$ cat config.mk
export PLATFORM = sky130hd
export DESIGN_NAME = fetch_ctrl
export DESIGN_NICKNAME = d
export VERILOG_FILES = /design/src/rtl/fetch_ctrl.sv
export SDC_FILE = /design/constraint.sdc
export NUM_CORES = 1
export LEC_CHECK = 0
export BUFFER_PORTS_ARGS = -buffer_cell sky130_fd_sc_hd__buf_4
export CORE_ASPECT_RATIO = 2
export CORE_UTILIZATION = 30
export CTS_BUF_LIST = sky130_fd_sc_hd__clkbuf_2 sky130_fd_sc_hd__clkbuf_4 sky130_fd_sc_hd__clkbuf_8
export CTS_CLUSTER_DIAMETER = 30
export DETAILED_ROUTE_END_ITERATION = 16
export HOLD_SLACK_MARGIN = 0.05
export SLEW_MARGIN = 10
export SYNTH_ARGS = -nofsm -noshare
export SYNTH_HDL_FRONTEND = slang
export SYNTH_SLANG_ARGS = --single-unit
$ cat constraint.sdc
create_clock -name clk -period 8.3 [get_ports clk]
set_clock_uncertainty 0.1 [all_clocks]
set_input_delay 0 -clock clk [delete_from_list [all_inputs] [get_ports clk]]
set_output_delay 0 -clock clk [all_outputs]
set_load 0.005 [all_outputs]
$ cat src/rtl/fetch_ctrl.sv
// Instruction-fetch sequencer: owns the PC, runs a single-outstanding
// req/gnt/rvalid fetch, holds the instruction until consumed, flags misaligned targets.
module fetch_ctrl #(
  parameter logic [31:0] RESET_VEC = 32'h0000_0000
) (
  input  logic        clk,
  input  logic        rst,
  input  logic        halt_req,
  output logic        imem_req,
  output logic [31:0] imem_addr,
  input  logic        imem_gnt,
  input  logic        imem_rvalid,
  input  logic [31:0] imem_rdata,
  output logic        inst_valid,
  output logic [31:0] inst,
  output logic [31:0] inst_pc,
  input  logic        inst_ready,
  input  logic [1:0]  pc_sel,
  input  logic [31:0] imm,
  input  logic [31:0] alu_out,
  output logic        fault,
  output logic [31:0] fault_addr,
  output logic [31:0] retire_cnt
);

  typedef enum logic [2:0] {IDLE, FETCH, WAIT, HOLD, FAULT} state_e;

  state_e      state_q;
  logic [31:0] pc_q;
  logic [31:0] inst_q;
  logic [31:0] retire_q;
  logic [31:0] fault_addr_q;
  logic        fault_q;
  logic        req_q;
  logic        valid_q;
  logic [31:0] target_d;
  logic        misaligned_d;

  always_comb begin
    target_d = pc_q + 32'd4;
    unique case (pc_sel)
      2'b01:   target_d = pc_q + imm;
      2'b11:   target_d = alu_out & ~32'd1;
      default: target_d = pc_q + 32'd4;
    endcase
    misaligned_d = |target_d[1:0];
  end

  // req/valid are registered alongside the state so they track it exactly.
  always_ff @(posedge clk) begin
    if (rst) begin
      state_q      <= IDLE;
      pc_q         <= RESET_VEC;
      inst_q       <= '0;
      retire_q     <= '0;
      fault_q      <= 1'b0;
      fault_addr_q <= '0;
      req_q        <= 1'b0;
      valid_q      <= 1'b0;
    end else begin
      unique case (state_q)
        IDLE: begin
          if (!halt_req) begin
            state_q <= FETCH;
            req_q   <= 1'b1;
          end
        end
        FETCH: begin
          if (imem_gnt) begin
            req_q <= 1'b0;
            if (imem_rvalid) begin
              inst_q  <= imem_rdata;
              valid_q <= 1'b1;
              state_q <= HOLD;
            end else begin
              state_q <= WAIT;
            end
          end
        end
        WAIT: begin
          if (imem_rvalid) begin
            inst_q  <= imem_rdata;
            valid_q <= 1'b1;
            state_q <= HOLD;
          end
        end
        HOLD: begin
          if (inst_ready) begin
            valid_q <= 1'b0;
            if (misaligned_d) begin
              fault_q      <= 1'b1;
              fault_addr_q <= target_d;
              state_q      <= FAULT;
            end else begin
              pc_q     <= target_d;
              retire_q <= retire_q + 32'd1;
              if (halt_req) begin
                state_q <= IDLE;
              end else begin
                state_q <= FETCH;
                req_q   <= 1'b1;
              end
            end
          end
        end
        FAULT: begin
          state_q <= FAULT;
        end
        default: begin
          state_q <= IDLE;
          req_q   <= 1'b0;
          valid_q <= 1'b0;
        end
      endcase
    end
  end

  assign imem_req   = req_q;
  assign imem_addr  = pc_q;
  assign inst_valid = valid_q;
  assign inst       = inst_q;
  assign inst_pc    = pc_q;
  assign fault      = fault_q;
  assign fault_addr = fault_addr_q;
  assign retire_cnt = retire_q;

endmodule

## Yosys cells after proc, flatten, opt, wreduce, memory -nomap -nowiden

Index checks and enable logic that the tools add are counted.

| word-level totals | value |
|---|---|
| bits in registers | 134 |
| bits of input ports | 104 |
| output and inout port bits | 163 |
| logic and storage cells | 57 |

| cells by class | value |
|---|---|
| add/sub/neg operators | 3 |
| equal/unequal tests | 11 |
| muxes and demuxes | 21 |
| bitwise gates (word level) | 3 |
| reduce and logical (&&, ||, !) cells | 11 |

Operators with widths:

| kind | count |
|---|---|
| $pmux 32 s2 | 2 |
| $mux 32 | 2 |
| $add 32x1->32 const B | 1 |
| $add 32x3->32 const B | 1 |
| $add 32x32->32 | 1 |
| $mux 3 | 5 |
| $pmux 3 s5 | 1 |
| $ne 2x2->1 const B | 5 |
| $mux 1 | 9 |
| $reduce_and 3->1 | 3 |
| $pmux 1 s4 | 2 |
| $reduce_and 4->1 | 2 |
| $eq 3x2->1 const B | 2 |
| $reduce_or 2->1 | 3 |
| $eq 3x1->1 const B | 1 |
| $eq 3x3->1 const B | 1 |
| $logic_not 3->1 | 1 |
| $not 1->1 | 3 |
| $eq 2x1->1 const B | 1 |
| $eq 2x2->1 const B | 1 |
| $reduce_and 2->1 | 1 |
| $reduce_bool 2->1 | 1 |

## Longest topological paths before layout

Gate-level depths: netlist of the first run.

| depth | value |
|---|---|
| depth after elaboration | 6 |
| mapped depth | 11 |
| mapped depth without buffers | 11 |

## Worst setup path before layout of the first run

No wires, ideal clock.

| timing | value |
|---|---|
| path type | reg-to-reg |
| start point | register pc_q[0] (netlist: imem_addr[0]) |
| end point | register fault_addr_q[28] (netlist: fault_addr[28]) |
| setup time | 76 ps |
| arrival time | 2692 ps |
| data required time | 8124 ps |
| path slack | 5433 ps |
| stages on the path, launching flop included | 12 |
| path buffers | 0 |
| clock period less this slack | 2867 ps |
| cells stage by stage | dfxtp_1 ha_1 fa_1 a21oi_1 o211a_1 o21a_1 o221ai_1 and3_2 o21ai_1 nor3_1 a311o_1 o22ai_1 |

| on the way | value |
|---|---|
| longest elaborated chain between the ends | 4 |
| elaborated cells between the ends (all ways) | 5 |
| classes of those cells | add/sub (2); mux (1); reduce/logical (2) |

RTL lines:

| what | RTL line | RTL |
|---|---|---|
| start, declared | 29 | `logic [31:0] pc_q;` |
| start signal, assigned | 95 | `pc_q <= target_d;` |
| $add 32x3->32 / $add 32x32->32 (equally long branches) | 44, 42 |  |
| $pmux 32 s2 * | 41 | `unique case (pc_sel)` |
| $reduce_or 2->1 | 46 | `misaligned_d = \|target_d[1:0];` |
| $reduce_and 3->1 (no source line) | -- |  |
| end signal, assigned | 92 | `fault_addr_q <= target_d;` |
| end, declared | 32 | `logic [31:0] fault_addr_q;` |

Mark *: on every way between the ends. The rest lies on a longest branch, timed or not.
A chain may end at the register's enable or synchronous reset.

## Worst setup path in the final report of the first run

| timing | value |
|---|---|
| start point | register pc_q[16] (netlist: imem_addr[16]) |
| end point | register fault_addr_q[30] (netlist: fault_addr[30]) |

| on the way | value |
|---|---|
| longest elaborated chain between the ends | 2 |
| elaborated cells between the ends (all ways) | 3 |
| classes of those cells | add/sub (2); mux (1) |

RTL lines:

| what | RTL line |
|---|---|
| $add 32x3->32 / $add 32x32->32 (equally long branches) | 44, 42 |
| $pmux 32 s2 * | 41 |

Marked as above.

==> impl_metrics.py, run 1 <==
metrics = {
    "place": {
        "port_buffers": 265,
        "dp_slack_ns": 4.89,
        "hpwl_um": 23100,
        "gp_congestion": 0.865,
    },
    "synthesis": {
        "synth-edff-count": 0,
        "ys.flop_type": "dfxtp_1",
        "synth-simple-area-share": 0.257,
        "yosys.cell_types.count": 78,
        "syn_inst": 1092,
        "syn_area_um2": 8200,
        "synth_nets": 1230,
        "yosys.area_share.adder": 0.0528,
        "synth_top_area_share": 0.327,
        "synth_top_cell_by_area": "dfxtp_1",
        "seq_area_frac_synth": 0.327,
        "synth_compound_area_frac": 0.206,
        "syn_area_per_cell_um2": 7.51,
        "async_flop_share": 0,
        "synthMuxAreaShare": 0.00869,
        "yosys_register_bits": 134,
        "synth_xor_area_frac": 0.0790,
        "synth_top_family_by_area": "simple AND/OR/NAND/NOR gates",
        "netlist_top_cells_area": "dfxtp_1 33%, nand2_1 10%, a21oi_1 7.7%",
        "synth_warnings": 0,
    },
    "power": {
        "internal_power_mw": 1.10,
        "switching_share": 0.270,
        "clkPwrFrac": 0.390,
        "power_density_nw_per_um2": 131,
        "pwr-share-comb": 0.164,
        "netSwitchingPower_mw": 0.407,
        "p_leak_nw": 4.92,
        "vdd_drop_max_uv": 87.6,
        "seq_power_share": 0.445,
    },
    "final_layout": {
        "final_common_cell": "buf_4",
        "area_growth_syn_to_layout_pct": 40.7,
        "antenna_cells": 0,
        "nFillCells": 2777,
        "drive_gt1_frac": 0.239,
        "fin_nets": 1529,
        "mostFrequentLayoutCells": "271 x buf_4, 228 x nand2_1, 134 x dfxtp_1",
    },
    "drt": {
        "vias": 9006,
        "drt_iter0_drc": 377,
        "ant_nets": 0,
        "wirelength_um": 31200,
        "detail_route.wl_per_cell_um": 17.8,
        "first_pass_iters": 5,
        "viasPerCell": 5.14,
        "drc": 0,
    },
    "timing": {
        "setup_slack_ns": 4.45,
        "finalSetupTns_ns": 0,
        "grt_setup_unrepaired": "no",
        "relSlewSlack": 0.212,
        "drv_slew": 0,
        "fin_crit_sh": 0.463,
        "setup_viol": 0,
        "finalHoldViolCount": 0,
        "max_freq_ghz": 0.260,
        "fin_crit_ns": 3.85,
        "tightest_slew_ns": 1.18,
    },
    "clock_network": {
        "clock_latency_ns": 0.45,
        "postCtsSetupBuffers": 0,
        "cts_tree": "yes",
        "cts_buffers": 17,
        "cts-root-buf": "clkbuf_8",
        "clkTransAtPathRegs_ns": 0.08,
        "cts_resized": 0,
        "numClockSinks": 134,
        "htreeDepth": 4,
        "cts.path.max_buffers": 2,
    },
    "setup_path": {
        "cp-end-kind": "register",
        "arrival_ns": 4.14,
        "crit_required_ns": 8.59,
        "criticalPathCategory": "reg2reg",
        "critPathMaxFanout": 7,
        "critPathLaunchType": "register",
    },
    "global_routing": {
        "grt_pass1_vias": 8723,
        "antenna_found_initial": 0,
        "grt_max_degree": 52,
        "gr-total-overflow": 0,
        "grt_usage": 0.221,
        "grt_pass1_wl_um": 47600,
    },
    "worst_hold_path": {
        "hold_path_class": "in2reg",
    },
    "run": {
        "max_cap_viol_count": 0,
    },
    "die": {
        "coreArea_um2": 26900,
        "io_pins": 267,
        "die_area_um2": 28100,
        "num_rows": 85,
        "die_x_um": 119,
        "initial_core_util": 0.305,
        "die_h_um": 236,
    },
    "outcome": {
        "status": "finished, final reports clean",
    },
}
[per-stage QoR]
stage | cells | util | hold WS [ns] | power (mW) | instance area (µm²)
detailed placement | 1625 | 0.378 | 0.158 | 0.894 | 10200
finish | 1752 | 0.429 | 0.0854 | 1.51 | 11500
floorplan | 1092 | - | 0.0360 | 0.799 | 8200
global route | 1752 | 0.429 | 0.0679 | 1.57 | 11500
global placement | 1625 | 0.378 | 0.146 | 0.892 | 10200
CTS | 1752 | 0.429 | 0.0614 | 1.52 | 11500
[repair_timing]
item | CTS | global route
setup endpoints to repair | 0 | 0
hold endpoints to repair | 91 | 0
hold buffers | 95 | 0
[cells in the mapped netlist (all sizes together) (15+ instances only)]
master and n:
buf 43, nor2 105, nand4 17, xor2 41
a21oi 127, clkbuf 42, nand3 34, ha 33
and3 15, o21ai 34, xnor2 33, nor3 21
nand2 231, dfxtp 134, inv 16
[power by group through the flow]
| stage | sequential [mW] | clock, mW | combinational [mW] |
|---|---|---|---|
| after CTS | 0.671 | 0.602 | 0.247 |
| after floorplan | 0.681 | 0 | 0.118 |
| final | 0.671 | 0.588 | 0.248 |
| after global routing | 0.673 | 0.631 | 0.269 |
| after global placement | 0.685 | 0 | 0.207 |
| after detailed placement | 0.686 | 0 | 0.208 |
[cells by family (layout without fill, tap and decap cells)]
kind of cell / count (synthesis) / after routing
compound gates: 270 / 270
xor+xnor: 74 / 74
fa+ha+maj: 34 / 34
buf+inv: 102 / 414
flops: 134 / 134
mux: 7 / 7
simple gates: 471 / 471
[registers in the layout, summed over array words and instances, names as in the netlist]
name / cells
fault: 1
state_q: 3
inst: 32
inst_valid: 1
fault_addr: 32
imem_req: 1
retire_cnt: 32
imem_addr: 32
[worst paths after layout]
| path | from | to | slack, ns | cells past startpoint |
|---|---|---|---|---|
| setup reg to reg | imem_addr[16] | fault_addr[30] | 4.45 | 11 |
| setup / recovery | imem_addr[16] | fault_addr[30] | 4.45 | 11 |
| hold / removal | alu_out[13] | imem_addr[13] | 0.09 | 7 |
| hold reg to reg | fault_addr[15] | fault_addr[15] | 0.36 | 2 |
[cell type report]
| cell class | count | area [µm²] | area share |
|---|---|---|---|
| clock inverters | 11 | 149 | 0.0129 |
| clock buffers | 21 | 277 | 0.0240 |
| well taps | 348 | 435 | 0.0377 |
| multi-input cells | 856 | 4960 | 0.429 |
| inverters | 16 | 60.1 | 0.00520 |
| flip-flops and latches | 134 | 2680 | 0.232 |
| repair buffers | 366 | 2990 | 0.259 |
[critical path, cell delays in order, from the launching register on]
cell and delay, ns:
dfxtp_1 0.43, ha_1 0.50, nand2_2 0.12, or3_1 0.39, or4_4 0.51, nand4_2 0.11
nand2_4 0.08, o41ai_2 0.45, xor2_1 0.27, nand2_1 0.13, a31oi_1 0.16, dlygate4sd3_1 0.55
[metal layers]
metal  share of wire  GRT usage
met3           0.038     0.0271
met1            0.35      0.215
met2            0.55      0.426
met5               0          0
met4           0.065      0.147
No activity file was read; power rests on OpenSTA's default activity.
==> inputs of run 2 (changes only) <==
==> constraint.sdc (replaced) <==
create_clock -name clk -period 3.1 [get_ports clk]
set_clock_uncertainty 0.1 [all_clocks]
set_input_delay 0 -clock clk [delete_from_list [all_inputs] [get_ports clk]]
set_output_delay 0 -clock clk [all_outputs]
set_load 0.005 [all_outputs]
==> run 2 against run 1 <==
Net effect: die area unchanged; critical path depth unchanged; worst setup slack worse by 4.4 ns; register-to-register slack worse by 4.4 ns; hold slack better by 0.032 ns; combinational power rose to 2.9 times the previous value; critical endpoint is now fault_addr[25]; largest cell class unchanged; cell area up 6.3%; clock power rose to 2.7 times the previous value; sequential share of layout area down 1.3 points; routed wire length up 11%; highest routed layer unchanged.
==> impl_metrics.py, run 2 (synthesis gave the netlist of run 1 again) <==
metrics = {
    "outcome": {
        "status": "finished, final reports clean",
    },
    "run": {
        "max_cap_viol_count": 0,
    },
    "worst_hold_path": {
        "whs_endpoint": "imem_addr[22]",
        "hp-start": "alu_out[22]",
        "min_path_cells": 5,
        "hold_path_class": "in2reg",
    },
    "clock_network": {
        "cts_tree": "yes",
        "clkTransAtPathRegs_ns": 0.09,
        "cts-root-buf": "clkbuf_8",
        "cts_buffers": 17,
        "cts.path.max_buffers": 2,
        "htreeDepth": 4,
        "clock_latency_ns": 0.48,
        "numClockSinks": 134,
    },
    "die": {
        "initial_core_util": 0.305,
        "num_rows": 85,
        "die_area_um2": 28100,
        "die_x_um": 119,
        "io_pins": 267,
        "coreArea_um2": 26900,
        "die_h_um": 236,
    },
    "global_routing": {
        "grt_usage": 0.247,
        "antenna_found_initial": 2,
        "grt_pass1_wl_um": 51900,
        "grt_max_degree": 64,
        "grt_pass1_vias": 9428,
        "gr-total-overflow": 0,
    },
    "place": {
        "port_buffers": 265,
        "hpwl_um": 26000,
        "gp_congestion": 0.973,
        "dp_cells": 1700,
    },
    "drt": {
        "routed.top_layer": "met4",
        "wl_met3_um": 1290,
        "first_pass_iters": 5,
        "met1_length_um": 11400,
        "met2_length_um": 18600,
        "ant_nets": 0,
        "viasPerCell": 5.17,
        "drt_iter0_drc": 434,
        "wirelength_um": 34800,
        "drc": 0,
        "detail_route.wl_per_cell_um": 18.9,
        "vias": 9496,
    },
    "setup_path": {
        "rr_endpoint": "fault_addr[25]",
        "crit_required_ns": 3.42,
        "r2r_setup_slack_ns": 0.06,
        "critPathMaxFanout": 4,
        "cpPeakStageDelay_ns": 0.42,
        "r2r_start": "imem_addr[4]",
        "cp-end-kind": "register",
        "critPathLaunchType": "register",
        "crit_chain": "ha_1, nand2_2, o31ai_4, o21ai_2, o21ba_2, o31ai_1, nand4_1, mux2i_1, a311oi_1, buf_4, a31o_2",
        "arrival_ns": 3.36,
        "cpLargestDelayFamily": "compound AO/OA/AOI/OAI gates",
        "crit_buf_inv": 1,
        "cpMaxStageDelayCell": "a311oi_1",
        "r2r_cells": 11,
        "criticalPathCategory": "reg2reg",
    },
    "timing": {
        "finalHoldViolCount": 0,
        "fin_crit_ns": 3.04,
        "relSlewSlack": 0.493,
        "finalHoldWorstSlack_ns": 0.118,
        "fin_crit_sh": 0.981,
        "tightest_slew_ns": 0.761,
        "drv_slew": 0,
        "max_freq_ghz": 0.329,
        "setup_viol": 0,
    },
    "final_layout": {
        "nFillCells": 2679,
        "final_common_cell": "buf_4",
        "drive_gt1_frac": 0.288,
        "finalNonFillerCells": 1836,
        "fin_nets": 1613,
        "area_growth_syn_to_layout_pct": 49.6,
        "multi_input_area_um2": 5030,
        "final-seq-area_um2": 2690,
        "mostFrequentLayoutCells": "349 x buf_4, 228 x nand2_1, 130 x dfxtp_1",
    },
    "power": {
        "vdd_drop_max_uv": 319,
        "power_density_nw_per_um2": 335,
        "p_leak_nw": 5.38,
    },
}
run 2: worst min-delay path, delay by kind of cell:
family,cells,cell delay [ns]
compound gates,3,0.39
buf+inv,2,0.27
run 2: layout make-up:
class                           count  share of cell area
Multi-Input combinational cell    856               0.410
Timing Repair Buffer              450               0.297
Sequential cell                   134               0.219
Tap cell                          348              0.0355
Clock buffer                       20              0.0219
Clock inverter                     10              0.0119
Inverter                           16             0.00489
Antenna cell                        2            0.000408
run 2: through the flow:
step | instance area [µm²] | total power, mW | setup slack, ns | setup TNS (ns) | utilization
floorplan | 8200 | 2.14 | 0.233 | 0 | -
global placement | 10700 | 2.43 | 0.0878 | 0 | 0.399
detailed placement | 10700 | 2.43 | 0.0334 | 0 | 0.399
CTS | 12200 | 4.15 | 0.00390 | 0 | 0.452
global route | 12300 | 4.29 | -0.0122 | -0.0174 | 0.456
finish | 12300 | 4.12 | 0.0591 | 0 | 0.456
run 2: power by group:
group | total (mW) | leakage [nW] | switching (mW) | internal, mW
sequential | 1.79 | 1.08 | 0.0336 | 1.76
clock | 1.60 | 0.210 | 0.757 | 0.847
combinational | 0.721 | 4.09 | 0.360 | 0.360
total | 4.12 | 5.38 | 1.15 | 2.96
run 2: how the worst max path moves through the flow:
| stage | cells past startpoint | startpoint | slack (ns) | endpoint |
|---|---|---|---|---|
| after floorplan | 11 | imem_addr[0] | 0.23 | fault_addr[28] |
| after global placement | 12 | imem_addr[0] | 0.09 | imem_addr[24] |
| after detailed placement | 11 | imem_addr[0] | 0.03 | imem_addr[30] |
| after CTS | 11 | imem_addr[0] | 0.004 | imem_addr[30] |
| after global routing | 9 | imem_addr[12] | -0.01 | imem_addr[24] |
| final | 11 | imem_addr[4] | 0.06 | fault_addr[25] |
run 2: routing by layer:
metal | global-route usage | vias up
met1 | 0.226 | 4446
met3 | 0.0336 | 147
met4 | 0.227 | 0
met2 | 0.462 | 355
li1 | - | 4548
met5 | 0 | -
run 2: timing repair:
action	CTS	global route
hold buffers	101	0
gates resized for setup	0	18
buffers inserted	0	4
setup endpoints to repair	0	23
endpoints found under the hold margin	86	0
